--- src/rtl/ball_motion.sv ---
// Per-frame ball physics: holds an 8.8 position and signed velocity, and on each
// frame pulse integrates, reflects off the map walls and applies drag.
module ball_motion #(
    parameter int          WIDTH          = 160,
    parameter int          HEIGHT         = 90,
    parameter logic [15:0] START_X        = 16'h4000,
    parameter logic [15:0] START_Y        = 16'h0A00,
    parameter int          FRICTION_SHIFT = 5,
    parameter logic [15:0] MIN_SPEED      = 16'h0020
) (
    input  logic        pixel_clk_in,
    input  logic        rst_n_in,
    input  logic        new_frame_in,
    input  logic        kick_in,
    input  logic [15:0] kick_vx_in,
    input  logic [15:0] kick_vy_in,
    output logic [15:0] ballx_out,
    output logic [15:0] bally_out,
    output logic        ready_out,
    output logic        moving_out,
    output logic        frame_done_out,
    output logic [2:0]  state_dbg_out
);

    // Kick handshake: kick_in is the valid, ready_out the ready; the kick
    // velocity is taken only in a cycle where both are high.

    typedef enum logic [2:0] {
        IDLE   = 3'd0,
        MOVING = 3'd1,
        ADD    = 3'd2,
        BOUNCE = 3'd3,
        DRAG   = 3'd4
    } state_t;

    localparam logic signed [17:0] MAX_X = 18'((WIDTH - 1) * 256);
    localparam logic signed [17:0] MAX_Y = 18'((HEIGHT - 1) * 256);

    state_t             state, state_nxt;
    logic [15:0]        x, y;
    logic signed [15:0] vx, vy;
    logic signed [17:0] nx, ny;
    logic               frame_done;
    logic [16:0]        bx, by;
    logic signed [15:0] dvx, dvy;

    // Returns {flip, position}: reflect about the crossed wall, then clamp.
    function automatic logic [16:0] reflect(input logic signed [17:0] nxt,
                                            input logic signed [17:0] lim);
        logic signed [17:0] r;
        logic               flip;
        flip = 1'b1;
        if (nxt < 18'sd0) begin
            r = -nxt;
        end else if (nxt > lim) begin
            r = (lim <<< 1) - nxt;
        end else begin
            r    = nxt;
            flip = 1'b0;
        end
        if (r < 18'sd0) begin
            r = '0;
        end else if (r > lim) begin
            r = lim;
        end
        return {flip, r[15:0]};
    endfunction

    function automatic logic signed [15:0] drag(input logic signed [15:0] v);
        logic signed [15:0] d;
        logic signed [16:0] mag;
        d   = v - (v >>> FRICTION_SHIFT);
        mag = {d[15], d};
        if (mag < 17'sd0) begin
            mag = -mag;
        end
        if (mag < $signed({1'b0, MIN_SPEED})) begin
            d = '0;
        end
        return d;
    endfunction

    always_comb begin
        bx        = reflect(nx, MAX_X);
        by        = reflect(ny, MAX_Y);
        dvx       = drag(vx);
        dvy       = drag(vy);
        state_nxt = state;
        case (state)
            IDLE:    if (kick_in) state_nxt = MOVING;
            MOVING:  if (new_frame_in) state_nxt = ADD;
            ADD:     state_nxt = BOUNCE;
            BOUNCE:  state_nxt = DRAG;
            DRAG:    state_nxt = (dvx == 16'sd0 && dvy == 16'sd0) ? IDLE : MOVING;
            default: state_nxt = IDLE;
        endcase
    end

    always_ff @(posedge pixel_clk_in or negedge rst_n_in) begin
        if (!rst_n_in) begin
            state <= IDLE;
        end else begin
            state <= state_nxt;
        end
    end

    always_ff @(posedge pixel_clk_in or negedge rst_n_in) begin
        if (!rst_n_in) begin
            x          <= START_X;
            y          <= START_Y;
            vx         <= '0;
            vy         <= '0;
            nx         <= '0;
            ny         <= '0;
            frame_done <= 1'b0;
        end else begin
            frame_done <= (state == BOUNCE);
            case (state)
                IDLE: begin
                    if (kick_in) begin
                        vx <= kick_vx_in;
                        vy <= kick_vy_in;
                    end
                end
                ADD: begin
                    nx <= $signed({2'b00, x}) + 18'(vx);
                    ny <= $signed({2'b00, y}) + 18'(vy);
                end
                BOUNCE: begin
                    x <= bx[15:0];
                    y <= by[15:0];
                    if (bx[16]) vx <= -vx;
                    if (by[16]) vy <= -vy;
                end
                DRAG: begin
                    vx <= dvx;
                    vy <= dvy;
                end
                default: ;
            endcase
        end
    end

    assign ballx_out      = x;
    assign bally_out      = y;
    assign ready_out      = (state == IDLE);
    assign moving_out     = (state != IDLE);
    assign frame_done_out = frame_done;
    assign state_dbg_out  = state;

endmodule
--- config.mk ---
export PLATFORM = sky130hd
export DESIGN_NAME = ball_motion
export DESIGN_NICKNAME = d
export VERILOG_FILES = /design/src/rtl/ball_motion.sv
export SDC_FILE = /design/constraint.sdc
export NUM_CORES = 1
export LEC_CHECK = 0
export CAP_MARGIN = 25
export CORE_MARGIN = 4
export CORE_UTILIZATION = 65
export DETAILED_ROUTE_END_ITERATION = 8
export HOLD_SLACK_MARGIN = 0.02
export MAX_ROUTING_LAYER = met4
export PLACE_DENSITY = 0.95
export SLEW_MARGIN = 10
export SYNTH_ARGS = -nofsm -noshare
export SYNTH_HDL_FRONTEND = slang
export SYNTH_SLANG_ARGS = --single-unit
export TNS_END_PERCENT = 1
--- constraint.sdc ---
create_clock -name pixel_clk_in -period 7.6 [get_ports pixel_clk_in]
set_clock_uncertainty 0.05 [all_clocks]
set_input_delay 1.14 -clock pixel_clk_in [delete_from_list [all_inputs] [get_ports pixel_clk_in]]
set_output_delay 1.14 -clock pixel_clk_in [all_outputs]
set_load 0.01 [all_outputs]
---- Word level (Yosys, flattened, before mapping) ----
Cells that the tools add are included.
storage, ports and cells
  memory bits (read-only) ................. 0
  RAM bits ................................ 0
  word-level logic and storage cells ...... 75
  input port bits ......................... 36
  memories kept ........................... 0
  latch bits .............................. 0
  register bits ........................... 104
  output and inout port bits .............. 38
cells by class
  add/sub/neg operators ................... 12
  $mul .................................... 0
  shifts and indexed selects .............. 0
  bitwise gates (word level) .............. 0
  muxes and demuxes ....................... 26
  divide/modulo/power cells ............... 0
  equal/unequal tests ..................... 8
  reductions and logical operators ........ 9
  order comparisons ....................... 12
operators with widths
  kind                                                             count
  two-way mux 16 bit                                               10
  case mux 16 bit (3 select lines)                                 2
  < comparator 18 x 1 -> 1 bit, second input constant              4
  two-way mux 18 bit                                               4
  adder 17 x 16 -> 18 bit                                          2
  greater-than comparator 18 x 16 -> 1 bit, second input constant  2
  greater-than comparator 18 x 17 -> 1 bit, second input constant  2
  negation 18 bit                                                  2
  < comparator 17 x 7 -> 1 bit, second input constant              2
  two-way mux 17 bit                                               2
  negation 16 -> 17 bit                                            2
  logical NOT 16 bit                                               2
  < comparator 16 x 1 -> 1 bit, second input constant              2
  negation 16 bit                                                  2
  subtractor 16 x 11 -> 16 bit                                     2
  subtractor 17 x 18 -> 18 bit, first input constant               1
  subtractor 18 bit, first input constant                          1
  case mux 3 bit (5 select lines)                                  1
  != test 2 bit, second input constant                             4
  == test 3 x 2 -> 1 bit, second input constant                    2
  two-way mux 3 bit                                                2
  AND reduction 3 bit                                              2
  nonzero test 3 bit                                               2
  two-way mux 1 bit                                                5
  other kinds (5)                                                  5

---- Longest topological paths before layout ----
Gate-level depths: netlist (run 1).
  depth after elaboration ................. 9
  gate-level depth with buffers ........... 15
  depth with buffers taken out ............ 14

---- Worst setup path before layout (run 1) ----
No wires, ideal clock.
  kind .................................... reg2reg
  from .................................... register vx[5]
  to ...................................... register vx[14]
  path buffers ............................ 1
  period minus slack after synthesis ...... 3664 ps
  required time ........................... 7408 ps
  setup slack ............................. 3936 ps
  data arrival time ....................... 3472 ps
  setup time .............................. 142 ps
  stages on the path, launching flop included .. 13
  cells stage by stage .................... dfrtp_1 > ha_1 > inv_1 > fa_1 > a211oi_1 > o211ai_1 > and3_1 > or4_1 > and3_1 > or4_1 > o211ai_2 > buf_4 > o221ai_1
on the way
  word-level cells in the longest chain between the ends .. 6
  elaborated cells between the ends (all ways) .. 9
  classes of those cells .................. 3 x add/sub; 2 x order compare; 4 x mux
ends and longest elaborated chain
  what                                                                   RTL line  text
  from (decl)                                                            41        logic signed [15:0] vx, vy;
  from (signal assigned)                                                 121       vx <= kick_vx_in;
  from (signal assigned)                                                 132       if (bx[16]) vx <= -vx;
  from (signal assigned)                                                 136       vx <= dvx;
  subtractor 16 x 11 -> 16 bit                                           72        d = v - (v >>> FRICTION_SHIFT);
  negation 16 -> 17 bit or < comparator 16 x 1 -> 1 bit (tied branches)  75, 74
  two-way mux 17 bit                                                     74        if (mag < 17'sd0) begin
  < comparator 17 x 7 -> 1 bit                                           77        if (mag < $signed({1'b0, MIN_SPEED})) begin
  two-way mux 16 bit                                                     77
  case mux 16 bit (3 select lines) (*)                                   118       case (state)
Mark *: on every way between the ends. The rest lies on a longest branch, timed or not. The select of a mux whose other input is x is not followed.
A chain may end at the register's enable or synchronous reset.

---- Worst setup path in the final report (run 1) ----
  from .................................... register vx[5]
  to ...................................... register vx[2]
on the way
  word-level cells in the longest chain between the ends .. 6
  elaborated cells between the ends (all ways) .. 7
  classes of those cells .................. 2 x add/sub; 2 x order compare; 3 x mux
ends and longest elaborated chain
  what                                                                   RTL line
  subtractor 16 x 11 -> 16 bit (*)                                       72
  negation 16 -> 17 bit or < comparator 16 x 1 -> 1 bit (tied branches)  75, 74
  two-way mux 17 bit                                                     74
  < comparator 17 x 7 -> 1 bit                                           77
  two-way mux 16 bit (*)                                                 77
  case mux 16 bit (3 select lines) (*)                                   118
Mark *: on every way between the ends. The rest lies on a longest branch, timed or not.

==> metrics.txt, run 1 <==
clock tree sinks 104; effective utilization at floorplan 67.1%; worst setup path class reg2reg; beginning of the worst hold path ballx_out[14]; total core area ~14,000 um^2; synthesized area per cell 8.08 um^2; RR Endpoint vx[2]; worst-case headroom to the max-slew limit 44.1%; number of placed I/O pins 74; path depth of the worst reg2reg path 11; Syn Std Cell Area 9430 um^2; Final Max Slew Viols 0; Final min period 4.32 ns; share of cell area taken by muxes after synthesis 0.557%; average wire length per cell after detail routing 19.6 um; classification of the worst-slack hold path reg2reg; XOR/XNOR share of the synthesized area 7.62%; global-route total usage across every layer 34.0%; number of nets produced by synthesis 1,275; Worst EP required 7.75 ns; CTS-repair resized insts 0; fraction of the cycle the final worst path needs roughly 57%; outcome complete, no violations; root buffer selected by CTS clkbuf_16; startpoint of the most critical register-to-register path vx[5]; height of the die 128 um; grt ovf 0; number of enable-type register cells in the synthesized netlist 0; post-synthesis sequential area ratio 27.6%; fin nets around 1,300; number of register bits inferred by synthesis 104; simple-gate share of the synthesized area approximately 20%; data arrival time of the critical path 4.47 ns; largest net degree at the start of global routing 81; element type at the critical path end flop; remaining antenna violation count 0; clock tree from TritonCTS yes; total placed instance area 10,200 um^2; Syn-to-layout area delta 12.3%; worst-margin pin slew approximately 0.84 ns; compound-cell area share of the yosys netlist 28.5%; Via Count roughly 9,500; dominant synthesized flop cell dfrtp_1; Filler Cell Count 953; global-route wire length before repair between 40,000 and 50,000 um; post-detailed-route DRC marker count 0; post-synthesis share of cell area spent on full adders, half adders and majority gates 9.98%; Hold Path End ballx_out[14]; number of iterations in the first detailed-routing pass 6; number of instances in the synthesized netlist ~1,200; aggregate routed wire length 27,400 um; category of the worst setup path launch point flop; Post-Route Setup TNS 0 ns; core occupancy in the finished layout 75.4%; fmax 232 MHz; Min-Delay Path Depth 2; number of buffers added by the clock tree synthesis step 9; MaxCap Viol Count 0; placer congestion estimate approximately 0.93; count of endpoints failing hold in the final timing report 0; H-tree Lvls 3; Critical Path Fanout Max 17; Synth cell types a little under 90; Post-CTS Setup Inserts 0; final non-filler cell area 10,600 um^2; synthesis warning total 0; final antenna diode count 0; fraction of layout cells with a size suffix above 1 under 10%; clock latency on the worst-skew pair 0.36 ns; detailed placement HPWL 19,700 um; initial antenna violation count 0; post-synthesis async set-or-reset flop share 100%; via count of the first global-routing pass approximately 9,100; PortBufs 73; clock input transition at the sequential cells of the worst setup and hold paths approximately 0.070 ns; maximum number of buffers from clock root to sink 2; number of vias per cell roughly 6.8; Worst R2R Setup Slack 3.28 ns; number of failing setup endpoints in the final timing report 0; full die area 16,500 um^2; largest family of logic cells by synthesized area compound AO/OA/AOI/OAI gates; setup repair after global routing missed its margin no; floorplan row count 43; cts hold-fix bufs 0; width of the die 128 um; iteration-0 DRC count of the detailed router 1,123
how the worst max path moves through the flow:
stage           from  endpoint  slack (ns)  cells after the start
3_3_place_gp   vy[0]    vy[15]        3.31                     14
6_report       vx[5]     vx[2]        3.28                     11
5_1_grt        vx[5]     vx[3]        3.07                     11
4_1_cts        vy[0]    vy[13]        3.11                     14
2_1_floorplan  vx[5]    vx[14]        3.94                     12
3_5_place_dp   vy[0]    vy[13]        3.16                     14
flip-flops by register name, summed over array words and instances, names as in the netlist:
register	count
bally_out	16
state_dbg_out	3
ny	18
nx	18
ballx_out	16
vy	16
vx	16
frame_done_out	1
kinds of logic after synthesis:
kind of cell,after synthesis
compound gates,405
flops,104
mux,5
simple gates,372
buf+inv,126
fa+ha+maj,73
xor+xnor,82
critical path: stages, from the launching register on:
cell      delay [ns]
dfrtp_1         0.52
ha_1            0.24
inv_1           0.06
fa_1            0.43
a211oi_1        0.31
o211ai_1        0.20
and3_1          0.21
or4_1           0.52
and3_1          0.20
or4_1           0.54
o211ai_2        0.68
o221ai_1        0.20
per-layer routing:
metal	wire (um)	global-route usage, %	vias up
met4	973	12.4	0
met3	2290	5.23	88
met2	13600	57.3	561
met1	10600	41.2	4489
met5	0	-	-
li1	-	-	4397
cell type report:
type / instances / area (um^2) / area share (%)
Multi-Input combinational cell: 937 / 6310 / 59.6
Sequential cell: 104 / 2610 / 24.6
Timing Repair Buffer: 82 / 823 / 7.77
Inverter: 79 / 297 / 2.80
Clock buffer: 11 / 243 / 2.29
Tap cell: 180 / 225 / 2.13
Clock inverter: 5 / 81.3 / 0.768
cells in the mapped netlist, types with 15 or more instances:
cell	n	area share, %
a21o_1	15	1.2
a21oi_1	74	3.9
a31oi_1	21	1.4
clkbuf_1	36	1.4
dfrtp_1	101	27
ha_1	68	9.0
inv_1	78	3.1
nand2_1	116	4.6
nor2_1	79	3.1
nor3_1	36	1.9
o21ai_0	97	5.2
o21ai_1	25	1.3
o31ai_1	15	1.2
or3_1	24	1.6
xnor2_1	50	4.6
xor2_1	32	3.0
stage by stage:
| step | setup WS [ns] | std cells | hold slack, ns |
|---|---|---|---|
| after detailed placement | 3.16 | 1379 | 0.417 |
| after CTS | 3.11 | 1395 | 0.426 |
| after global placement | 3.31 | 1378 | 0.419 |
| after floorplan | 3.94 | 1167 | 0.429 |
| final | 3.28 | 1398 | 0.429 |
| after global routing | 3.07 | 1398 | 0.455 |
placed cells by master, fill, tap and decap left out, types with 11 or more instances in the layout:
cell type and count:
o21a_1 14, or3_1 24, and3_1 13, a21oi_1 73, dfrtp_1 101, o221ai_1 12, o211ai_1 12, o31ai_1 15
clkdlybuf4s50_1 72, a21o_1 15, inv_1 78, xnor2_1 50, nand3_1 14, o21ai_2 12, nand2_1 116, o21ai_1 25
a31oi_1 21, xor2_1 32, a211oi_1 11, nor2_1 78, ha_1 68, o21ai_0 97, nor3_1 36, nor4_1 11
Power of run 1 is left out: the tool's default activity adds up to more than one toggle a clock period on the data nets, which glitch-free logic cannot reach.
==> run 2, diff against run 1 <==
--- a/config.mk
+++ b/config.mk
@@ -7,11 +7,11 @@
 export LEC_CHECK = 0
 export CAP_MARGIN = 25
 export CORE_MARGIN = 4
-export CORE_UTILIZATION = 65
+export CORE_UTILIZATION = 60
 export DETAILED_ROUTE_END_ITERATION = 8
 export HOLD_SLACK_MARGIN = 0.02
 export MAX_ROUTING_LAYER = met4
-export PLACE_DENSITY = 0.95
+export PLACE_DENSITY = 0.89
 export SLEW_MARGIN = 10
 export SYNTH_ARGS = -nofsm -noshare
 export SYNTH_HDL_FRONTEND = slang
==> constraint.sdc (replaced) <==
create_clock -name pixel_clk_in -period 4.2 [get_ports pixel_clk_in]
set_clock_uncertainty 0.05 [all_clocks]
set_input_delay 0.63 -clock pixel_clk_in [delete_from_list [all_inputs] [get_ports pixel_clk_in]]
set_output_delay 0.63 -clock pixel_clk_in [all_outputs]
set_load 0.01 [all_outputs]
==> run 2 against run 1 <==
Global-route usage down 2.6 points. Final area up 0.81%. Worst hold slack worse by 0.25 ns. Sequential cell count unchanged. Via count down 1.0%. Sequential share of layout area down 0.20 points. Register-to-register slack worse by 3.0 ns. Critical path type unchanged. Critical endpoint is now vx[3].
==> metrics.txt, run 2 (synthesis results as in run 1) <==
data arrival time of the critical path 4.08 ns (-0.39 ns); startpoint of the most critical register-to-register path vx[5]; register area 2610 um^2 (unchanged); Post-Route Setup TNS 0 ns (unchanged); count of endpoints failing hold in the final timing report 0 (unchanged); number of iterations in the first detailed-routing pass 5 (-1); number of buffers added by the clock tree synthesis step 9 (unchanged); fraction of layout cells with a size suffix above 1 6.46% (+0.55 points); category of the worst setup path launch point flop; pre-CTS WS 0.303 ns (-2.86 ns); Syn-to-layout area delta 13.3%; post-layout worst setup margin 0.274 ns (-3.01 ns); clock latency on the worst-skew pair 0.37 ns (about the same); average wire length per cell after detail routing 19.0 um (-3.2%); clock input transition at the sequential cells of the worst setup and hold paths 0.07 ns (about the same); placer congestion estimate 0.947 (+1.4%); H-tree Lvls 3 (unchanged); width of the die 133 um (+3.8%); initial antenna violation count 0 (unchanged); Worst Hold Slack 0.182 ns (-0.247 ns); post-detailed-route DRC marker count 0 (unchanged); Worst R2R Setup Slack 0.27 ns (-3.01 ns); final antenna diode count 0 (unchanged); via count of the first global-routing pass 9,130 (+0.20%); worst setup path class reg2reg; height of the die 133 um (+3.8%); global-route total usage across every layer 31.4% (-2.6 points); number of vias per cell 6.59 (-3.4%); PortBufs 73 (unchanged); number of failing setup endpoints in the final timing report 0 (unchanged); commonest cells after routing, fill and taps aside 116 x nand2_1, 101 x dfrtp_1, 97 x o21ai_0, 78 x inv_1, 78 x nor2_1; Filler Cell Count 1,219 (+28%); fraction of the cycle the final worst path needs 93.5% (+37 points); iteration-0 DRC count of the detailed router 871 (-22%); global-route wire length before repair 44,700 um (+0.23%); remaining antenna violation count 0 (unchanged); largest registers in the final layout nx x18, ny x18; fin nets 1,325 (+0.30%); RR Endpoint vx[3]; effective utilization at floorplan 61.6% (-5.6 points); core occupancy in the finished layout 69.7% (-5.7 points); full die area 17,800 um^2 (+7.8%); clock tree from TritonCTS yes; largest net degree at the start of global routing 46 (-43%); element type at the critical path end flop; Post-CTS Setup Inserts 0 (unchanged); floorplan row count 45 (+4.7%); root buffer selected by CTS clkbuf_16; classification of the worst-slack hold path in2async; MaxCap Viol Count 0 (unchanged); Critical Path Fanout Max 17 (unchanged); Final min period 3.93 ns (-0.389 ns); worst-margin pin slew 0.895 ns (+0.0582 ns); Via Count 9,440 (-1.0%); most common cell after layout, fill and taps aside nand2_1; number of placed I/O pins 74 (unchanged); Final Max Slew Viols 0 (unchanged); Worst EP required 4.35 ns (-3.40 ns); total core area 15,300 um^2 (+9.1%); path depth of the worst reg2reg path 12 (+1); aggregate routed wire length 27,200 um (-0.77%); fmax 255 MHz (+9.9%); detailed placement HPWL 20,300 um (+3.1%); setup repair after global routing missed its margin no; maximum number of buffers from clock root to sink 2 (unchanged); worst-case headroom to the max-slew limit 40.4% (-3.7 points); grt ovf 0 (unchanged); multi-input combinational cell area 6330 um^2 (+0.22%); clock tree sinks 104 (unchanged); outcome complete, no violations
[run 2: cell count changes in the layout (fill, tap and decap cells not counted), sizes merged]
cell / change
buf: +4
bufinv: +1
clkinv: -1
[run 2: worst max-delay path by stage]
stage                      from      endpoint  slack, ns  depth (start not counted)
final                     vx[5]         vx[3]       0.27                         12
after CTS                 vy[0]        vy[14]       0.27                         15
after global placement    vx[5]         vx[2]       0.42                         12
after global routing      ny[0]  bally_out[6]       0.02                         12
after floorplan           vx[5]        vx[14]       0.54                         12
after detailed placement  vy[0]        vy[14]       0.30                         15
[run 2: repair_timing]
action | in CTS | in global routing
hold buffers | 0 | 0
hold endpoints to repair | 0 | 0
gates resized for setup | 0 | 2
setup endpoints to repair | 0 | 13
[run 2: final cells by class]
cell class / count / share of cell area, %
multi-input cells: 937 / 59.3
clock inverters: 5 / 0.961
clock buffers: 11 / 2.37
well taps: 211 / 2.47
flip-flops and latches: 104 / 24.4
repair buffers: 86 / 7.73
inverters: 79 / 2.78
[run 2: per-layer routing]
layer  global-route usage [%]  vias up  share of wire, %
met5                        -        -                 0
met4                     12.9        0               4.2
met3                     5.63      111               7.4
met2                     53.1      469                49
met1                     37.0     4474                39
li1                         -     4386                 -
[run 2: per-stage QoR]
step,cell area (um^2),cells
detailed placement,10300,1417
global placement,10300,1417
global route,10700,1433
finish,10700,1433
CTS,10700,1433
floorplan,9430,1167
[run 2: worst max-delay path: stages, from the launching register on]
cell and delay [ns]:
dfrtp_1 0.52, ha_1 0.24, inv_1 0.06, fa_1 0.41, a211oi_1 0.27, o211ai_1 0.19
and3_1 0.20, or4_1 0.52, and3_1 0.20, or4_1 0.53, o211ai_2 0.15, buf_4 0.26
o221ai_1 0.14
Power of run 2 is left out for the same reason.
==> run 3, diff against run 2 <==
--- a/config.mk
+++ b/config.mk
@@ -10,7 +10,6 @@
 export CORE_UTILIZATION = 60
 export DETAILED_ROUTE_END_ITERATION = 8
 export HOLD_SLACK_MARGIN = 0.02
-export MAX_ROUTING_LAYER = met4
 export PLACE_DENSITY = 0.89
 export SLEW_MARGIN = 10
 export SYNTH_ARGS = -nofsm -noshare
==> run 3 against run 2 <==
First-iteration DRC count grew 4.6%. Utilization is essentially flat. Register-to-register slack lost 0.07 ns. Clock-buffer cell count is the same. Global-route usage shrank 1.6 points. Sequential cell count is the same. Critical path depth grew 3. Non-clock buffer count grew 4. Setup slack lost 0.068 ns. Sequential share of layout area is essentially flat. Critical path type unchanged. Largest cell class unchanged.
==> metrics.txt, run 3 (synthesis results as in run 1) <==
outcome complete, no violations; total core area 15,300 um^2 (unchanged); root buffer selected by CTS clkbuf_16; Worst EP required 4.37 ns (+0.02 ns); largest net degree at the start of global routing 62 (+35%); clock tree from TritonCTS yes; clock input transition at the sequential cells of the worst setup and hold paths 0.08 ns (about the same); H-tree Lvls 3 (unchanged); worst-case headroom to the max-slew limit 42.7% (+2.4 points); fraction of layout cells with a size suffix above 1 7.10% (+0.64 points); height of the die 133 um (unchanged); final antenna diode count 0 (unchanged); Worst R2R Setup Slack 0.21 ns (-0.07 ns); iteration-0 DRC count of the detailed router 911 (+4.6%); path depth of the worst reg2reg path 15 (+3); full die area 17,800 um^2 (unchanged); remaining antenna violation count 0 (unchanged); MaxCap Viol Count 0 (unchanged); post-detailed-route DRC marker count 0 (unchanged); element type at the critical path end flop; worst setup path class reg2reg; fmax 250 MHz (-1.7%); Final Max Slew Viols 0 (unchanged); count of endpoints failing hold in the final timing report 0 (unchanged); number of iterations in the first detailed-routing pass 6 (+1); initial antenna violation count 0 (unchanged); detailed placement HPWL 20,000 um (-1.5%); worst-margin pin slew 0.859 ns (-0.0354 ns); startpoint of the most critical register-to-register path vy[0]; number of placed I/O pins 74 (unchanged); most common cell after layout, fill and taps aside nand2_1; Final min period 3.99 ns (+0.0677 ns); Worst Hold Slack 0.201 ns (+0.0186 ns); RR Endpoint vy[15]; cts hold-fix bufs 0 (unchanged); largest registers in the final layout nx x18, ny x18; placer congestion estimate 0.944 (-0.34%); width of the die 133 um (unchanged); fraction of the cycle the final worst path needs 95.1% (+1.6 points); slowest stage delay, CP 0.43 ns (-0.10 ns); clock tree sinks 104 (unchanged); number of vias per cell 6.58 (about the same); global-route total usage across every layer 29.7% (-1.6 points); average wire length per cell after detail routing 18.9 um (-0.32%); category of the worst setup path launch point flop; Critical Path Slowest Stage Cell fa_1; effective utilization at floorplan 61.6% (unchanged); cell seen most often among critical-path stages inv_1; number of buffers added by the clock tree synthesis step 9 (unchanged); via count of the first global-routing pass 9,031 (-1.1%); clock latency on the worst-skew pair 0.36 ns (about the same); global-route wire length before repair 43,900 um (-1.8%); crit-path cells inv_1 -> ha_1 -> inv_1 -> fa_1 -> a21o_1 -> a22o_1 -> o41ai_2 -> o2bb2ai_1 -> a21oi_1 -> o311a_1 -> nor4b_2 -> a311oi_2 -> o31ai_2 -> buf_4 -> o221ai_1; PortBufs 73 (unchanged); classification of the worst-slack hold path in2async; Via Count 9,451 (+0.12%); aggregate routed wire length 27,200 um (-0.11%); maximum number of buffers from clock root to sink 2 (unchanged); grt ovf 0 (unchanged); commonest cells after routing, fill and taps aside 116 x nand2_1, 100 x dfrtp_1, 97 x o21ai_0, 78 x inv_1, 78 x nor2_1; Filler Cell Count 1,235 (+1.3%); floorplan row count 45 (unchanged); fin nets 1,329 (+0.30%); data arrival time of the critical path 4.16 ns (+0.08 ns); Syn-to-layout area delta 13.2% (about the same); core occupancy in the finished layout 69.7% (about the same); Critical Path Fanout Max 14 (-3); number of failing setup endpoints in the final timing report 0 (unchanged)
==> run 3: worst max path at each step <==
| stage | slack (ns) | end | start | depth (start not counted) |
|---|---|---|---|---|
| after floorplan | 0.54 | vx[14] | vx[5] | 12 |
| after global placement | 0.41 | vy[15] | vy[0] | 15 |
| after detailed placement | 0.18 | vy[13] | vy[0] | 15 |
| after CTS | 0.11 | vy[13] | vy[0] | 15 |
| after global routing | -0.02 | vy[13] | vy[5] | 14 |
| final | 0.21 | vy[15] | vy[0] | 15 |
==> run 3: area by class of cell <==
type	count	area, um^2	area share (%)
Inverter	79	297	2.78
Tap cell	211	264	2.47
Timing Repair Buffer	90	868	8.14
Clock inverter	4	28.8	0.270
Sequential cell	104	2610	24.4
Clock buffer	11	253	2.37
Multi-Input combinational cell	937	6350	59.5
==> run 3: critical path: cells and delay by family (launching register included) <==
family / cells / cell delay, ns
compound gates: 9 / 2.04
flops: 1 / 0.41
buf+inv: 3 / 0.42
fa+ha+maj: 2 / 0.61
simple gates: 1 / 0.32
==> run 3: metrics by stage <==
stage / setup slack, ns / cell area (um^2) / instances / TNS (ns)
floorplan: 0.536 / 9430 / 1167 / 0
global placement: 0.412 / 10300 / 1417 / 0
detailed placement: 0.183 / 10300 / 1417 / 0
CTS: 0.112 / 10600 / 1432 / 0
global route: -0.0230 / 10700 / 1436 / -0.0456
finish: 0.206 / 10700 / 1436 / 0
==> run 3: layer usage <==
layer	vias up	global-route usage (%)	wire length, um
met5	-	0	0
li1	4404	-	-
met3	87	4.34	1950
met2	477	51.4	13500
met1	4483	37.5	10800
met4	0	11.8	928
==> run 3: repair_timing <==
action                                  in CTS  in global routing
resized for setup                            0                  8
endpoints found under the setup margin       0                 30
setup buffers                                0                  4
Power of run 3 is left out for the same reason.
